[src/rtl/tmds_rx_pkg.sv]
// Shared TMDS symbol constants, decode payload and receiver state encoding.
package tmds_rx_pkg;

    localparam int unsigned SYM_W  = 10;
    localparam int unsigned DATA_W = 8;

    localparam logic [SYM_W-1:0] CTRL_00 = 10'b1101010100;
    localparam logic [SYM_W-1:0] CTRL_01 = 10'b0010101011;
    localparam logic [SYM_W-1:0] CTRL_10 = 10'b0101010100;
    localparam logic [SYM_W-1:0] CTRL_11 = 10'b1010101011;

    localparam logic [SYM_W-1:0] GUARD_A = 10'b1011001100;
    localparam logic [SYM_W-1:0] GUARD_B = 10'b0100110011;

    // Entry n is the 10-bit code for nibble n.
    localparam logic [15:0][SYM_W-1:0] TERC4_TABLE = {
        10'b1011000011, 10'b0101100011, 10'b1001110001, 10'b1010001110,
        10'b1011000110, 10'b0110011100, 10'b0100111001, 10'b1011001100,
        10'b0100111100, 10'b0110001110, 10'b0100011110, 10'b0101110001,
        10'b1011100010, 10'b1011100100, 10'b1001100011, 10'b1010011100
    };

    typedef enum logic [1:0] {
        ST_SEARCH = 2'd0,
        ST_SLIP   = 2'd1,
        ST_LOCKED = 2'd2
    } rx_state_e;

    typedef struct packed {
        logic              is_ctrl;
        logic [1:0]        c;
        logic              is_terc4;
        logic [3:0]        terc4;
        logic              is_guard;
        logic [DATA_W-1:0] d;
    } sym_t;

endpackage

[src/rtl/tmds_sym_decode.sv]
// Combinational classification and decode of one 10-bit TMDS symbol.
module tmds_sym_decode
    import tmds_rx_pkg::*;
(
    input  logic [SYM_W-1:0] din,
    output sym_t             sym_c
);

    logic [DATA_W-1:0] q_c;
    logic              terc_hit_c;
    logic [3:0]        terc_nib_c;

    always_comb begin
        sym_c      = '0;
        q_c        = din[9] ? ~din[DATA_W-1:0] : din[DATA_W-1:0];
        terc_hit_c = 1'b0;
        terc_nib_c = 4'd0;

        unique case (din)
            CTRL_00: begin sym_c.is_ctrl = 1'b1; sym_c.c = 2'b00; end
            CTRL_01: begin sym_c.is_ctrl = 1'b1; sym_c.c = 2'b01; end
            CTRL_10: begin sym_c.is_ctrl = 1'b1; sym_c.c = 2'b10; end
            CTRL_11: begin sym_c.is_ctrl = 1'b1; sym_c.c = 2'b11; end
            default: ;
        endcase

        for (int n = 0; n < 16; n++) begin
            if (din == TERC4_TABLE[n]) begin
                terc_hit_c = 1'b1;
                terc_nib_c = 4'(n);
            end
        end
        // A control token never doubles as a TERC4 symbol.
        sym_c.is_terc4 = terc_hit_c && !sym_c.is_ctrl;
        sym_c.terc4    = terc_nib_c;
        sym_c.is_guard = (din == GUARD_A) || (din == GUARD_B);

        // TMDS transition-minimised decode: XOR or XNOR chain selected by din[8].
        sym_c.d[0] = q_c[0];
        for (int i = 1; i < DATA_W; i++) begin
            sym_c.d[i] = din[8] ? (q_c[i] ^ q_c[i-1]) : ~(q_c[i] ^ q_c[i-1]);
        end
    end

endmodule

[src/rtl/tmds_rx_channel.sv]
// One TMDS receive lane: word alignment via bitslip requests plus registered symbol decode.
module tmds_rx_channel
    import tmds_rx_pkg::*;
#(
    parameter int unsigned LOCK_TOKENS   = 16,
    parameter int unsigned SEARCH_WINDOW = 4096,
    parameter int unsigned SLIP_WAIT     = 8,
    parameter int unsigned LOSS_WINDOW   = 4096
) (
    input  logic             clk,
    input  logic             resetn,
    input  logic [SYM_W-1:0] din,
    output logic             bitslip,
    output logic             aligned,
    output logic [3:0]       slip_cnt,
    output logic             is_ctrl,
    output logic [1:0]       c,
    output logic             is_terc4,
    output logic [3:0]       terc4,
    output logic             is_guard,
    output logic [7:0]       d
);

    // Run counter must be able to hold LOCK_TOKENS itself.
    localparam int unsigned RUN_W  = $clog2(LOCK_TOKENS + 1);
    localparam int unsigned WIN_W  = (SEARCH_WINDOW > 1) ? $clog2(SEARCH_WINDOW) : 1;
    localparam int unsigned WAIT_W = (SLIP_WAIT > 1) ? $clog2(SLIP_WAIT) : 1;
    localparam int unsigned GAP_W  = (LOSS_WINDOW > 1) ? $clog2(LOSS_WINDOW) : 1;

    logic [SYM_W-1:0]  din_q, din_d;
    sym_t              sym_q, sym_d, sym_c;
    rx_state_e         state_q, state_d;
    logic [RUN_W-1:0]  run_q, run_d;
    logic [WIN_W-1:0]  win_q, win_d;
    logic [WAIT_W-1:0] wait_q, wait_d;
    logic [GAP_W-1:0]  gap_q, gap_d;
    logic [3:0]        slip_cnt_q, slip_cnt_d;
    logic              bitslip_q, bitslip_d;
    logic              aligned_q, aligned_d;

    tmds_sym_decode u_dec (
        .din   (din_q),
        .sym_c (sym_c)
    );

    always_ff @(posedge clk or negedge resetn) begin
        if (!resetn) begin
            din_q      <= '0;
            sym_q      <= '0;
            state_q    <= ST_SEARCH;
            run_q      <= '0;
            win_q      <= '0;
            wait_q     <= '0;
            gap_q      <= '0;
            slip_cnt_q <= '0;
            bitslip_q  <= 1'b0;
            aligned_q  <= 1'b0;
        end else begin
            din_q      <= din_d;
            sym_q      <= sym_d;
            state_q    <= state_d;
            run_q      <= run_d;
            win_q      <= win_d;
            wait_q     <= wait_d;
            gap_q      <= gap_d;
            slip_cnt_q <= slip_cnt_d;
            bitslip_q  <= bitslip_d;
            aligned_q  <= aligned_d;
        end
    end

    // Alignment FSM runs on the registered decode (stage 2 output).
    always_comb begin
        din_d      = din;
        sym_d      = sym_c;
        state_d    = state_q;
        run_d      = run_q;
        win_d      = win_q;
        wait_d     = wait_q;
        gap_d      = gap_q;
        slip_cnt_d = slip_cnt_q;
        bitslip_d  = 1'b0;
        aligned_d  = aligned_q;

        unique case (state_q)
            ST_SEARCH: begin
                if (!sym_q.is_ctrl) begin
                    run_d = '0;
                end else if (run_q != RUN_W'(LOCK_TOKENS)) begin
                    run_d = run_q + RUN_W'(1);
                end
                if (win_q != WIN_W'(SEARCH_WINDOW - 1)) begin
                    win_d = win_q + WIN_W'(1);
                end
                // Lock wins over window expiry on the same cycle.
                if (sym_q.is_ctrl && (run_q == RUN_W'(LOCK_TOKENS - 1))) begin
                    state_d   = ST_LOCKED;
                    aligned_d = 1'b1;
                    run_d     = '0;
                    win_d     = '0;
                    gap_d     = '0;
                end else if (win_q == WIN_W'(SEARCH_WINDOW - 1)) begin
                    state_d    = ST_SLIP;
                    bitslip_d  = 1'b1;
                    slip_cnt_d = (slip_cnt_q == 4'd9) ? 4'd0 : slip_cnt_q + 4'd1;
                    wait_d     = '0;
                    run_d      = '0;
                    win_d      = '0;
                end
            end
            ST_SLIP: begin
                run_d = '0;
                win_d = '0;
                if (wait_q == WAIT_W'(SLIP_WAIT - 1)) begin
                    state_d = ST_SEARCH;
                    wait_d  = '0;
                end else begin
                    wait_d = wait_q + WAIT_W'(1);
                end
            end
            ST_LOCKED: begin
                if (sym_q.is_ctrl) begin
                    gap_d = '0;
                end else if (gap_q == GAP_W'(LOSS_WINDOW - 1)) begin
                    state_d   = ST_SEARCH;
                    aligned_d = 1'b0;
                    gap_d     = '0;
                    run_d     = '0;
                    win_d     = '0;
                end else begin
                    gap_d = gap_q + GAP_W'(1);
                end
            end
            default: begin
                state_d   = ST_SEARCH;
                aligned_d = 1'b0;
            end
        endcase
    end

    assign bitslip  = bitslip_q;
    assign aligned  = aligned_q;
    assign slip_cnt = slip_cnt_q;
    assign is_ctrl  = sym_q.is_ctrl;
    assign c        = sym_q.c;
    assign is_terc4 = sym_q.is_terc4;
    assign terc4    = sym_q.terc4;
    assign is_guard = sym_q.is_guard;
    assign d        = sym_q.d;

endmodule

[config.mk]
export PLATFORM = sky130hd
export DESIGN_NAME = tmds_rx_channel
export DESIGN_NICKNAME = d
export VERILOG_FILES = /design/src/rtl/tmds_rx_pkg.sv /design/src/rtl/tmds_sym_decode.sv /design/src/rtl/tmds_rx_channel.sv
export SDC_FILE = /design/constraint.sdc
export NUM_CORES = 1
export LEC_CHECK = 0
export CAP_MARGIN = 20
export CORE_UTILIZATION = 49
export CTS_CLUSTER_SIZE = 24
export DETAILED_ROUTE_END_ITERATION = 7
export PLACE_DENSITY = 0.7
export SLEW_MARGIN = 5
export SYNTH_ARGS = -nofsm -noshare
export SYNTH_HDL_FRONTEND = slang
export SYNTH_SLANG_ARGS = --single-unit
export TNS_END_PERCENT = 1
[constraint.sdc]
create_clock -name clk -period 3.4 [get_ports clk]
set_input_delay 0.51 -clock clk [delete_from_list [all_inputs] [get_ports clk]]
set_output_delay 0.51 -clock clk [all_outputs]
set_load 0.05 [all_outputs]
Yosys cells after proc, flatten, opt, wreduce, memory -nomap -nowiden
Cells that the tools add are included.

Flip-flop bits (word level): 67. Bits in latches: 0. Bits in writable memories: 0. ROM bits: 0. Input port bits: 12. Output and inout port bits: 23. Logic and storage cells: 166. Memories: 0.

Add/subtract/negate cells: 5. Multiply operators: 0. Divide/modulo/power cells: 0. $lt $le $gt $ge: 0. Equality and inequality tests: 39. Shift-type cells: 0. Mux-type cells: 75. Bitwise gates (word level): 17. Reduce and logical (&&, ||, !) cells: 15.

Operators by type and width (number): equality test 10 bit, second input constant (11); two-way mux 12 bit (8); equality test 10 x 9 -> 1 bit, second input constant (9); two-way mux 4 bit (9); case mux 12 bit (3 select lines) (1); two-way mux 1 bit (30); two-way mux 5 bit (6); adder 12 x 1 -> 12 bit, second input constant (2); equality test 12 bit, second input constant (2); case mux 12 bit (2 select lines) (1); two-way mux 3 bit (7); AND reduction 4 bit (4); case mux 5 bit (3 select lines) (1); two-way mux 2 bit (7); != test 12 bit, second input constant (1); != test 2 bit, second input constant (6); case mux 3 bit (4 select lines) (1); equality test 10 x 8 -> 1 bit, second input constant (1); != test 5 bit, second input constant (2); inverter 1 bit (9); two-way mux 8 bit (1); inverter 8 bit (1); XOR 1 bit (7); case mux 2 bit (3 select lines) (1); other kinds (20) (23).

Depth between registers and ports, before layout
Gate-level depths: netlist of run 1.

Depth in word-level cells: 18. Gate-level depth with buffers: 9. Depth with buffers taken out: 8.

Modules after synthesis
From an unflattened synthesis of run 1, not the netlist that was laid out.

Cell total of the unflattened synthesis: 361. Area, all modules: 3758.6 um^2.

By module, submodules not included: tmds_rx_channel (instances 1, cells an instance 273, area each 3089.2 um^2, sequential area each 1676.6 um^2); tmds_sym_decode (instances 1, cells an instance 88, area each 669.4 um^2, sequential area each 0.0 um^2).

Worst setup path after synthesis of run 1
No wires, ideal clock.

Path type: reg2reg. Start point: reg run_q[0]. End point: reg run_q[2]. Setup time: 0.126 ns. Data arrival time: 2.259 ns. Required time: 3.274 ns. Slack: 1.016 ns. Cell stages (with the launch flop): 9. Path buffers: 0. Clock period less this slack: 2.384 ns. Cells stage by stage: dfrtp_1 -> ha_1 -> and3_1 -> ha_1 -> nor4b_1 -> nand3_1 -> o311ai_1 -> nand4bb_1 -> nand3_1.

Longest elaborated chain between the ends: 6. Elaborated cells on any way between the ends: 11. Those cells by class: add/sub: 1; eq/ne: 3; mux: 5; reduce/logical: 2.

RTL lines: from (decl) (RTL line tmds_rx_channel.sv:33) `logic [RUN_W-1:0] run_q, run_d;`; from (signal assigned) (RTL line tmds_rx_channel.sv:62) `run_q <= run_d;`; adder 5 x 1 -> 5 bit (RTL line tmds_rx_channel.sv:90) `run_d = run_q + RUN_W'(1);`; two-way mux 5 bit (RTL line tmds_rx_channel.sv:89) `end else if (run_q != RUN_W'(LOCK_TOKENS)) begin`; two-way mux 5 bit (RTL line tmds_rx_channel.sv:87) `if (!sym_q.is_ctrl) begin`; two-way mux 5 bit (RTL line tmds_rx_channel.sv:102) `end else if (win_q == WIN_W'(SEARCH_WINDOW - 1)) begin`; two-way mux 5 bit (RTL line tmds_rx_channel.sv:96) `if (sym_q.is_ctrl && (run_q == RUN_W'(LOCK_TOKENS - 1))) begin`; case mux 5 bit (3 select lines) (RTL line tmds_rx_channel.sv:85) `unique case (state_q)`.

Several ways; a longest one is shown, not always the timed one. The select of a mux whose other input is x is not followed. A chain may end at the register's enable or synchronous reset.

Final worst setup path of run 1
Same ends and word-level chain as after synthesis.

==> results of run 1 <==
==> final cells by class <==
type                    instances  area, um2
inverters                      19       76.3
fillers                       566       2680
flip-flops and latches         67       1680
clock buffers                  12        135
repair buffers                 37        358
well taps                      96        120
multi-input cells             270       1800
clock inverters                 4       98.8
==> sequential cells by signal, summed over array words and instances (netlist names) <==
signal	flops
c	2
state_q	2
slip_cnt	4
d	8
din_q	10
bitslip	1
gap_q	12
terc4	4
is_terc4	1
is_ctrl	1
wait_q	3
win_q	12
aligned	1
run_q	5
is_guard	1
==> metrics by stage <==
| stage | setup slack, ns | utilization [%] |
|---|---|---|
| after floorplan | 1.02 | - |
| after global placement | 0.951 | 58.1 |
| after detailed placement | 0.764 | 58.1 |
| after CTS | 0.741 | 61.4 |
| after global routing | 0.479 | 61.4 |
| final | 0.684 | 61.4 |
==> worst paths after layout <==
path	from	to	depth (start not counted)
min	resetn	gap_q[2]	2
min in group clk	win_q[11]	win_q[11]	1
max	run_q[0]	run_q[2]	8
min reg2reg	win_q[11]	win_q[11]	1
max reg2reg	run_q[0]	run_q[2]	8
max in group asynchronous	resetn	din_q[7]	2
==> power by group <==
| group | switching, uW | internal [uW] | leakage (uW) |
|---|---|---|---|
| Sequential | 16.5 | 817 | 0.000880 |
| Clock | 294 | 490 | 0.000115 |
| Combinational | 101 | 57.5 | 0.000828 |
==> layer usage <==
| layer | vias up | global-route usage [%] | part of all wire [%] |
|---|---|---|---|
| met5 | - | 0 | 0 |
| met4 | 0 | 10.3 | 1.9 |
| met3 | 10 | 3.11 | 3.5 |
| met2 | 78 | 33.5 | 46 |
| met1 | 1394 | 29.3 | 49 |
| li1 | 1419 | - | - |
==> worst max-delay path: stages (launching register included) <==
cell and delay (ns):
dfrtp_1 0.42, ha_1 0.24, and3_1 0.19, ha_1 0.24, nand2_1 0.19, nand2b_1 0.36
nor3b_1 0.72, nand4bb_1 0.18, nand3_1 0.11
==> synth_stat cells, types with 6 or more instances <==
library cell and number:
nand2b_1 6, nand2_1 35, nor2b_1 8, a21oi_1 11
o31ai_1 12, nand3_1 26, nor2_1 22, dfrtp_1 67
inv_1 18, ha_1 23, clkbuf_1 6, xnor2_1 10
o21ai_0 31, nor3_1 11
==> kinds of logic (layout without fill, tap and decap cells) <==
group                    Yosys count  in the layout  synth area share [%]
AO/OA/AOI/OAI                     92             92                  17.4
XOR/XNOR                          13             13                  3.16
adder cells (fa/ha/maj)           23             23                  7.99
buffers and inverters             28             72                  3.40
flip-flops                        67             67                  46.6
multiplexers                       1              1                 0.313
AND/OR/NAND/NOR                  141            141                  21.2
==> flow_metrics.env, run 1 <==
export IMPL_outcome="complete, no violations"
export IMPL_io_buffers=34
export IMPL_place_gp_congestion=0.947
export IMPL_p_total_uw=1780
export IMPL_stdcell_area_um2=4270
export IMPL_drv_slew=0
export IMPL_synth_top_flop_cell="dfrtp_1"
export IMPL_grt_pass1_wl_mm=12.8
export IMPL_drtAntennaViolNets=0
export IMPL_grt_max_degree=35
export IMPL_maxCapViolations=0
export IMPL_drive_gt1_share_pct=7.82
export IMPL_p_leak_uw=0.00182
export IMPL_grt_usage_pct=21.4
export IMPL_seq_area_frac_synth_pct=46.6
export IMPL_die_w_um=87.7
export IMPL_ctsHoldBuffers=0
export IMPL_mostFrequentLayoutCells="67 x dfrtp_1, 35 x nand2_1, 33 x clkdlybuf4s50_1"
export IMPL_dp_cells=489
export IMPL_worstMarginPinSlew_ns=0.934
export IMPL_cts_max_level=3
export IMPL_die_h_um=87.7
export IMPL_antenna_found_initial=0
export IMPL_worstSkewPairLatency_ns=0.34
export IMPL_cp_end_kind="flip-flop"
export IMPL_cts_tree="built"
export IMPL_routed_wirelength_mm=7.56
export IMPL_synth_distinct_cells=59
export IMPL_cts_setup_buffers=0
export IMPL_hold_viol=0
export IMPL_nNetsFinal=439
export IMPL_io_pins=35
export IMPL_synthesis_nets=400
export IMPL_whs_ns=0.189
export IMPL_drt_iter0_drc=160
export IMPL_syn_inst=365
export IMPL_num_vias=2901
export IMPL_yosysTopAreaCell="dfrtp_1"
export IMPL_drt_pass1_iter_count=5
export IMPL_period_minus_slack_ns=2.72
export IMPL_area_growth_syn_to_layout_pct=18.5
export IMPL_regToRegSetupSlack_ns=0.68
export IMPL_cts_sinks=67
export IMPL_numCtsBuffers=9
export IMPL_floorplan_initialDensity_pct=51.9
export IMPL_setup_viol=0
export IMPL_rsz0062_at_grt="no"
export IMPL_synth_warnings=0
export IMPL_hold_path_class="in -> async"
export IMPL_cts_path_max_buffers=2
export IMPL_netlist_area_um2=3600
export IMPL_cp_max_fo=15
export IMPL_instances_no_fill=505
export IMPL_path_clk_slew_ns=0.07
export IMPL_cts_root_buf="clkbuf_8"
export IMPL_critPathKind="reg -> reg"
export IMPL_layout_commonest_cell="dfrtp_1"
export IMPL_dp_hpwl_mm=5.36
export IMPL_antenna_cells=0
export IMPL_timing_fmax_mhz=368
export IMPL_fin_tns_setup_ns=0
export IMPL_rows=30
export IMPL_cp_start_kind="flip-flop"
export IMPL_cp_arrival_ns=2.99
export IMPL_ir_worst_vdd_v=0.000271
export IMPL_clock_skew_ns=0.00765
export IMPL_syn_avg_cell_area_um2=9.87
export IMPL_core_area_um2=6940
export IMPL_grt_ovfl_total=0
export IMPL_post_dp_cell_area_um2=4030
export IMPL_max_slew_margin_pct=37.5
export IMPL_synth_top_area_share_pct=46.6
export IMPL_finalCritPeriodShare_pct=79.9
export IMPL_synth_area_leaders="dfrtp_1 47%, ha_1 8.0%, o21ai_0 4.3%"
export IMPL_cts_resized=0
export IMPL_fp_dieArea_um2=7700
export IMPL_synth_edff_count=0
export IMPL_synthArstFlopShare_pct=100
export IMPL_routedWlPerCell_um=15.0
export IMPL_avgViaCountPerCell=5.74
export IMPL_required_ns=3.68
export IMPL_yosys_register_bits=67
export IMPL_grt_pass1_vias=2736
export IMPL_post_route_drc_count=0
export IMPL_power_density_nw_per_um2=416
Note: power is estimated with default switching activity, not from simulation.
==> run 2, diff against run 1 <==
==> constraint.sdc (replaced) <==
create_clock -name clk -period 2.5 [get_ports clk]
set_input_delay 0.375 -clock clk [delete_from_list [all_inputs] [get_ports clk]]
set_output_delay 0.375 -clock clk [all_outputs]
set_load 0.05 [all_outputs]
==> run 2 against run 1 <==
  * Via count increased by 2.2%
  * Combinational power increased by 35%
  * Flip-flop and latch count unchanged
  * Total power increased by 27%
  * Cell area increased by 0.15%
  * Die area unchanged
  * Clock skew decreased by 0.0027 ns
  * Critical path depth increased by 1
  * Wire length decreased by 1.1%
  * Clock power increased by 15%
==> flow_metrics.env, run 2 (synthesis results as in run 1) <==
export IMPL_outcome="complete, no violations"
export IMPL_p_leak_uw=0.00183
export IMPL_rsz0062_at_grt="no"
export IMPL_maxCapViolations=0
export IMPL_routed_wirelength_mm=7.48
export IMPL_nNetsFinal=444
export IMPL_grt_pass1_wl_mm=12.9
export IMPL_path_clk_slew_ns=0.08
export IMPL_r2r_cells=9
export IMPL_numCtsBuffers=9
export IMPL_cp_max_fo=9
export IMPL_core_area_um2=6940
export IMPL_cts_sinks=67
export IMPL_cts_max_level=3
export IMPL_hold_path_depth=1
export IMPL_grt_ovfl_total=0
export IMPL_timing_fmax_mhz=438
export IMPL_worstMarginPinSlew_ns=0.704
export IMPL_floorplan_initialDensity_pct=51.9
export IMPL_drv_slew=0
export IMPL_hold_path_endpoint="din_q[9]"
export IMPL_drtAntennaViolNets=0
export IMPL_max_slew_margin_pct=52.7
export IMPL_mostFrequentLayoutCells="67 x dfrtp_1, 35 x nand2_1, 33 x clkdlybuf4s50_1"
export IMPL_met3_length_um=318
export IMPL_period_minus_slack_ns=2.28
export IMPL_dr_max_layer_used="met4"
export IMPL_hold_path_class="in -> reg"
export IMPL_ir_worst_vdd_v=0.000326
export IMPL_layout_commonest_cell="dfrtp_1"
export IMPL_cp_startpoint="run_q[0]"
export IMPL_drt_pass1_iter_count=4
export IMPL_drive_gt1_share_pct=9.42
export IMPL_cts_setup_buffers=0
export IMPL_regToRegSetupSlack_ns=0.22
export IMPL_area_growth_syn_to_layout_pct=18.7
export IMPL_cp_start_kind="flip-flop"
export IMPL_grt_pass1_vias=2754
export IMPL_wl_met2_mm=3.44
export IMPL_rows=30
export IMPL_avgViaCountPerCell=5.81
export IMPL_die_h_um=87.7
export IMPL_num_vias=2965
export IMPL_grt_max_degree=28
export IMPL_worstSkewPairLatency_ns=0.34
export IMPL_dp_cells=493
export IMPL_finalCritPeriodShare_pct=91.3
export IMPL_drt_iter0_drc=108
export IMPL_dp_hpwl_mm=5.32
export IMPL_r2r_end="run_q[2]"
export IMPL_m1WireLength_mm=3.62
export IMPL_antenna_found_initial=0
export IMPL_clock_skew_ns=0.00499
export IMPL_io_pins=35
export IMPL_fp_dieArea_um2=7700
export IMPL_post_route_drc_count=0
export IMPL_hp_start="din[9]"
export IMPL_r2r_start="run_q[0]"
export IMPL_cp_end_kind="flip-flop"
export IMPL_instances_no_fill=510
export IMPL_hold_viol=0
export IMPL_cp_arrival_ns=2.51
export IMPL_cts_resized=0
export IMPL_cts_tree="built"
export IMPL_antenna_cells=0
export IMPL_fin_tns_setup_ns=0
export IMPL_cts_path_max_buffers=2
export IMPL_grt_usage_pct=21.4
export IMPL_routedWlPerCell_um=14.7
export IMPL_ctsHoldBuffers=1
export IMPL_critPathKind="reg -> reg"
export IMPL_cts_root_buf="clkbuf_8"
export IMPL_required_ns=2.73
export IMPL_die_w_um=87.7
export IMPL_io_buffers=34
export IMPL_reg_top3="gap_q x12, win_q x12, din_q x10"
export IMPL_setup_viol=0
export IMPL_place_gp_congestion=0.974
export IMPL_power_density_nw_per_um2=527
==> run 2: routing by layer <==
metal | GRT usage [%] | up-vias
met5 | 0 | -
met4 | 8.05 | 0
met3 | 4.81 | 10
met2 | 33.1 | 80
met1 | 29.6 | 1441
li1 | - | 1434
==> run 2: critical path, cell delays in order (launching register included) <==
cell and delay, ns:
dfrtp_1 0.41, ha_1 0.23, and3_1 0.19, ha_1 0.23, nor4b_1 0.32, nand3_1 0.11
o311ai_1 0.27, buf_4 0.21, nand4bb_1 0.12, nand3_1 0.07
==> run 2: worst max path at each step <==
stage / to / slack (ns) / cells past startpoint
after global routing: run_q[2] / 0.05 / 9
after detailed placement: run_q[2] / 0.27 / 9
final: run_q[2] / 0.22 / 9
after global placement: run_q[2] / 0.32 / 9
after floorplan: run_q[2] / 0.12 / 8
after CTS: run_q[2] / 0.23 / 9
==> run 2: area by class of cell <==
| class | instances | area, um2 |
|---|---|---|
| clock buffer | 9 | 124 |
| clock inverter | 7 | 76.3 |
| fill | 580 | 2670 |
| inverter | 19 | 76.3 |
| multi-input combinational | 270 | 1800 |
| sequential | 67 | 1680 |
| tap | 96 | 120 |
| timing repair buffer | 42 | 398 |
==> run 2: power breakdown <==
group          switching [uW]  leakage (uW)  internal (uW)
logic                     136      0.000853           79.0
registers                22.2      0.000880           1110
clock network             438     0.0000958            465
total                     597       0.00183           1650
==> run 2: through the flow <==
step	total power, uW	setup slack [ns]	hold WS (ns)	instance area (um2)	util [%]
5_1_grt	2340	0.0495	0.449	4270	61.5
3_5_place_dp	1370	0.270	0.336	4060	58.5
2_1_floorplan	1270	0.116	0.0794	3600	-
4_1_cts	2280	0.231	0.451	4270	61.5
6_report	2250	0.219	0.463	4270	61.5
3_3_place_gp	1370	0.323	0.337	4060	58.5
==> run 3, diff against run 2 <==
--- a/config.mk
+++ b/config.mk
@@ -5,11 +5,10 @@
 export SDC_FILE = /design/constraint.sdc
 export NUM_CORES = 1
 export LEC_CHECK = 0
-export CAP_MARGIN = 20
-export CORE_UTILIZATION = 49
+export CORE_UTILIZATION = 50
 export CTS_CLUSTER_SIZE = 24
 export DETAILED_ROUTE_END_ITERATION = 7
-export PLACE_DENSITY = 0.7
+export PLACE_DENSITY = 0.71
 export SLEW_MARGIN = 5
 export SYNTH_ARGS = -nofsm -noshare
 export SYNTH_HDL_FRONTEND = slang
==> run 3 against run 2 <==
  * Register-to-register slack about the same
  * Worst hold slack got worse by 0.45 ns
  * Non-clock buffer count unchanged
  * Worst setup slack improved by 0.0022 ns
  * Cell area decreased by 0.35%
  * Via count decreased by 1.4%
  * Critical path depth unchanged
  * Clock skew increased by 0.0067 ns
  * Total power decreased by 2.9%
  * Wire length increased by 0.12%
  * Global-route usage increased by 0.30 points
  * Cell count unchanged
  * Critical path type unchanged
  * Critical endpoint unchanged
==> flow_metrics.env, run 3 (synthesis results as in run 1) <==
export IMPL_outcome="complete, no violations"
export IMPL_rsz0062_at_grt="no"
export IMPL_post_route_drc_count=0
export IMPL_hold_viol=0
export IMPL_r2r_cells=9
export IMPL_numCtsBuffers=9
export IMPL_io_pins=35
export IMPL_floorplan_initialDensity_pct=52.4
export IMPL_regToRegSetupSlack_ns=0.22
export IMPL_whs_ns=0.00867
export IMPL_cp_start_kind="flip-flop"
export IMPL_cts_setup_buffers=0
export IMPL_cts_max_level=3
export IMPL_place_gp_congestion=0.922
export IMPL_path_clk_slew_ns=0.08
export IMPL_dp_hpwl_mm=5.47
export IMPL_cts_path_max_buffers=2
export IMPL_cts_sinks=67
export IMPL_drive_gt1_share_pct=9.66
export IMPL_utilization_pct=62.0
export IMPL_p_leak_uw=0.00182
export IMPL_ctsHoldBuffers=0
export IMPL_worstMarginPinSlew_ns=0.691
export IMPL_grt_usage_pct=21.7
export IMPL_fp_dieArea_um2=7550
export IMPL_worstSkewPairLatency_ns=0.34
export IMPL_reg_top3="gap_q x12, win_q x12, din_q x10"
export IMPL_routed_wirelength_mm=7.49
export IMPL_die_h_um=86.9
export IMPL_io_buffers=34
export IMPL_cp_arrival_ns=2.50
export IMPL_rows=30
export IMPL_fin_tns_setup_ns=0
export IMPL_antenna_cells=0
export IMPL_grt_pass1_wl_mm=12.9
export IMPL_required_ns=2.72
export IMPL_mostFrequentLayoutCells="67 x dfrtp_1, 35 x nand2_1, 33 x clkdlybuf4s50_1"
export IMPL_grt_pass1_vias=2857
export IMPL_cp_end_kind="flip-flop"
export IMPL_drtAntennaViolNets=0
export IMPL_grt_max_degree=28
export IMPL_drt_pass1_iter_count=4
export IMPL_setup_viol=0
export IMPL_cp_max_fo=9
export IMPL_ir_worst_vdd_v=0.000424
export IMPL_nNetsFinal=444
export IMPL_num_vias=2923
export IMPL_die_w_um=86.9
export IMPL_finalCritPeriodShare_pct=91.2
export IMPL_critPathCapture="run_q[2]"
export IMPL_drt_iter0_drc=127
export IMPL_core_area_um2=6870
export IMPL_cts_tree="built"
export IMPL_fill_cells=590
export IMPL_period_minus_slack_ns=2.28
export IMPL_max_slew_margin_pct=53.7
export IMPL_drv_slew=0
export IMPL_layout_commonest_cell="dfrtp_1"
export IMPL_cp_startpoint="run_q[0]"
export IMPL_hold_path_class="in -> async"
export IMPL_area_growth_syn_to_layout_pct=18.2
export IMPL_avgViaCountPerCell=5.73
export IMPL_cts_resized=0
export IMPL_clock_skew_ns=0.0117
export IMPL_antenna_found_initial=0
export IMPL_r2r_start="run_q[0]"
export IMPL_routedWlPerCell_um=14.7
export IMPL_timing_fmax_mhz=439
export IMPL_power_density_nw_per_um2=514
export IMPL_r2r_end="run_q[2]"
export IMPL_grt_ovfl_total=0
export IMPL_maxCapViolations=0
export IMPL_critPathKind="reg -> reg"
export IMPL_cts_root_buf="clkbuf_8"
==> run 3: cell count changes in the layout (fill, tap and decap cells not counted) <==
cell,delta
buf_4,+1
clkbuf_8,+2
clkinvlp_4,+1
bufinv_16,-1
clkinv_4,-2
dlygate4sd3_1,-1
==> run 3: stage by stage <==
| step | cells | setup WS, ns | total power [uW] | area [um2] |
|---|---|---|---|---|
| 2_1_floorplan | 365 | 0.116 | 1270 | 3600 |
| 3_3_place_gp | 494 | 0.314 | 1370 | 4070 |
| 3_5_place_dp | 494 | 0.220 | 1370 | 4070 |
| 4_1_cts | 510 | 0.220 | 2220 | 4260 |
| 5_1_grt | 510 | 0.0508 | 2270 | 4260 |
| 6_report | 510 | 0.221 | 2190 | 4260 |
==> run 3: report_power, final <==
| group | total (uW) | internal [uW] | switching, uW |
|---|---|---|---|
| Combinational | 217 | 78.9 | 138 |
| Clock | 839 | 415 | 423 |
| Sequential | 1130 | 1110 | 20.2 |
| Total | 2190 | 1610 | 582 |
==> run 3: area by class of cell <==
| cell class | count | area (um2) | share of cell area [%] |
|---|---|---|---|
| Tap cell | 96 | 120 | 2.82 |
| Sequential cell | 67 | 1680 | 39.4 |
| Clock buffer | 11 | 151 | 3.56 |
| Clock inverter | 5 | 36.3 | 0.852 |
| Inverter | 19 | 76.3 | 1.79 |
| Multi-Input combinational cell | 270 | 1800 | 42.3 |
| Timing Repair Buffer | 42 | 395 | 9.29 |
==> run 3: worst max-delay path, stage by stage, from the launching register on <==
cell and delay (ns):
dfrtp_1 0.41, ha_1 0.23, and3_1 0.19, ha_1 0.24, nor4b_1 0.31, nand3_1 0.11
o311ai_1 0.26, buf_4 0.20, nand4bb_1 0.13, nand3_1 0.08
==> run 3: per-layer routing <==
layer	global-route usage (%)	vias up	part of all wire [%]
met3	3.60	7	3.4
li1	-	1425	-
met1	28.4	1427	47
met4	10.2	0	1.1
met2	35.4	64	49
met5	0	-	0
==> run 3: worst min path at each step <==
stage,from,endpoint,cells past startpoint
2_1_floorplan,resetn,aligned,0
3_3_place_gp,resetn,gap_q[3],1
3_5_place_dp,resetn,gap_q[3],1
4_1_cts,resetn,gap_q[3],1
5_1_grt,resetn,gap_q[5],1
6_report,resetn,gap_q[2],1
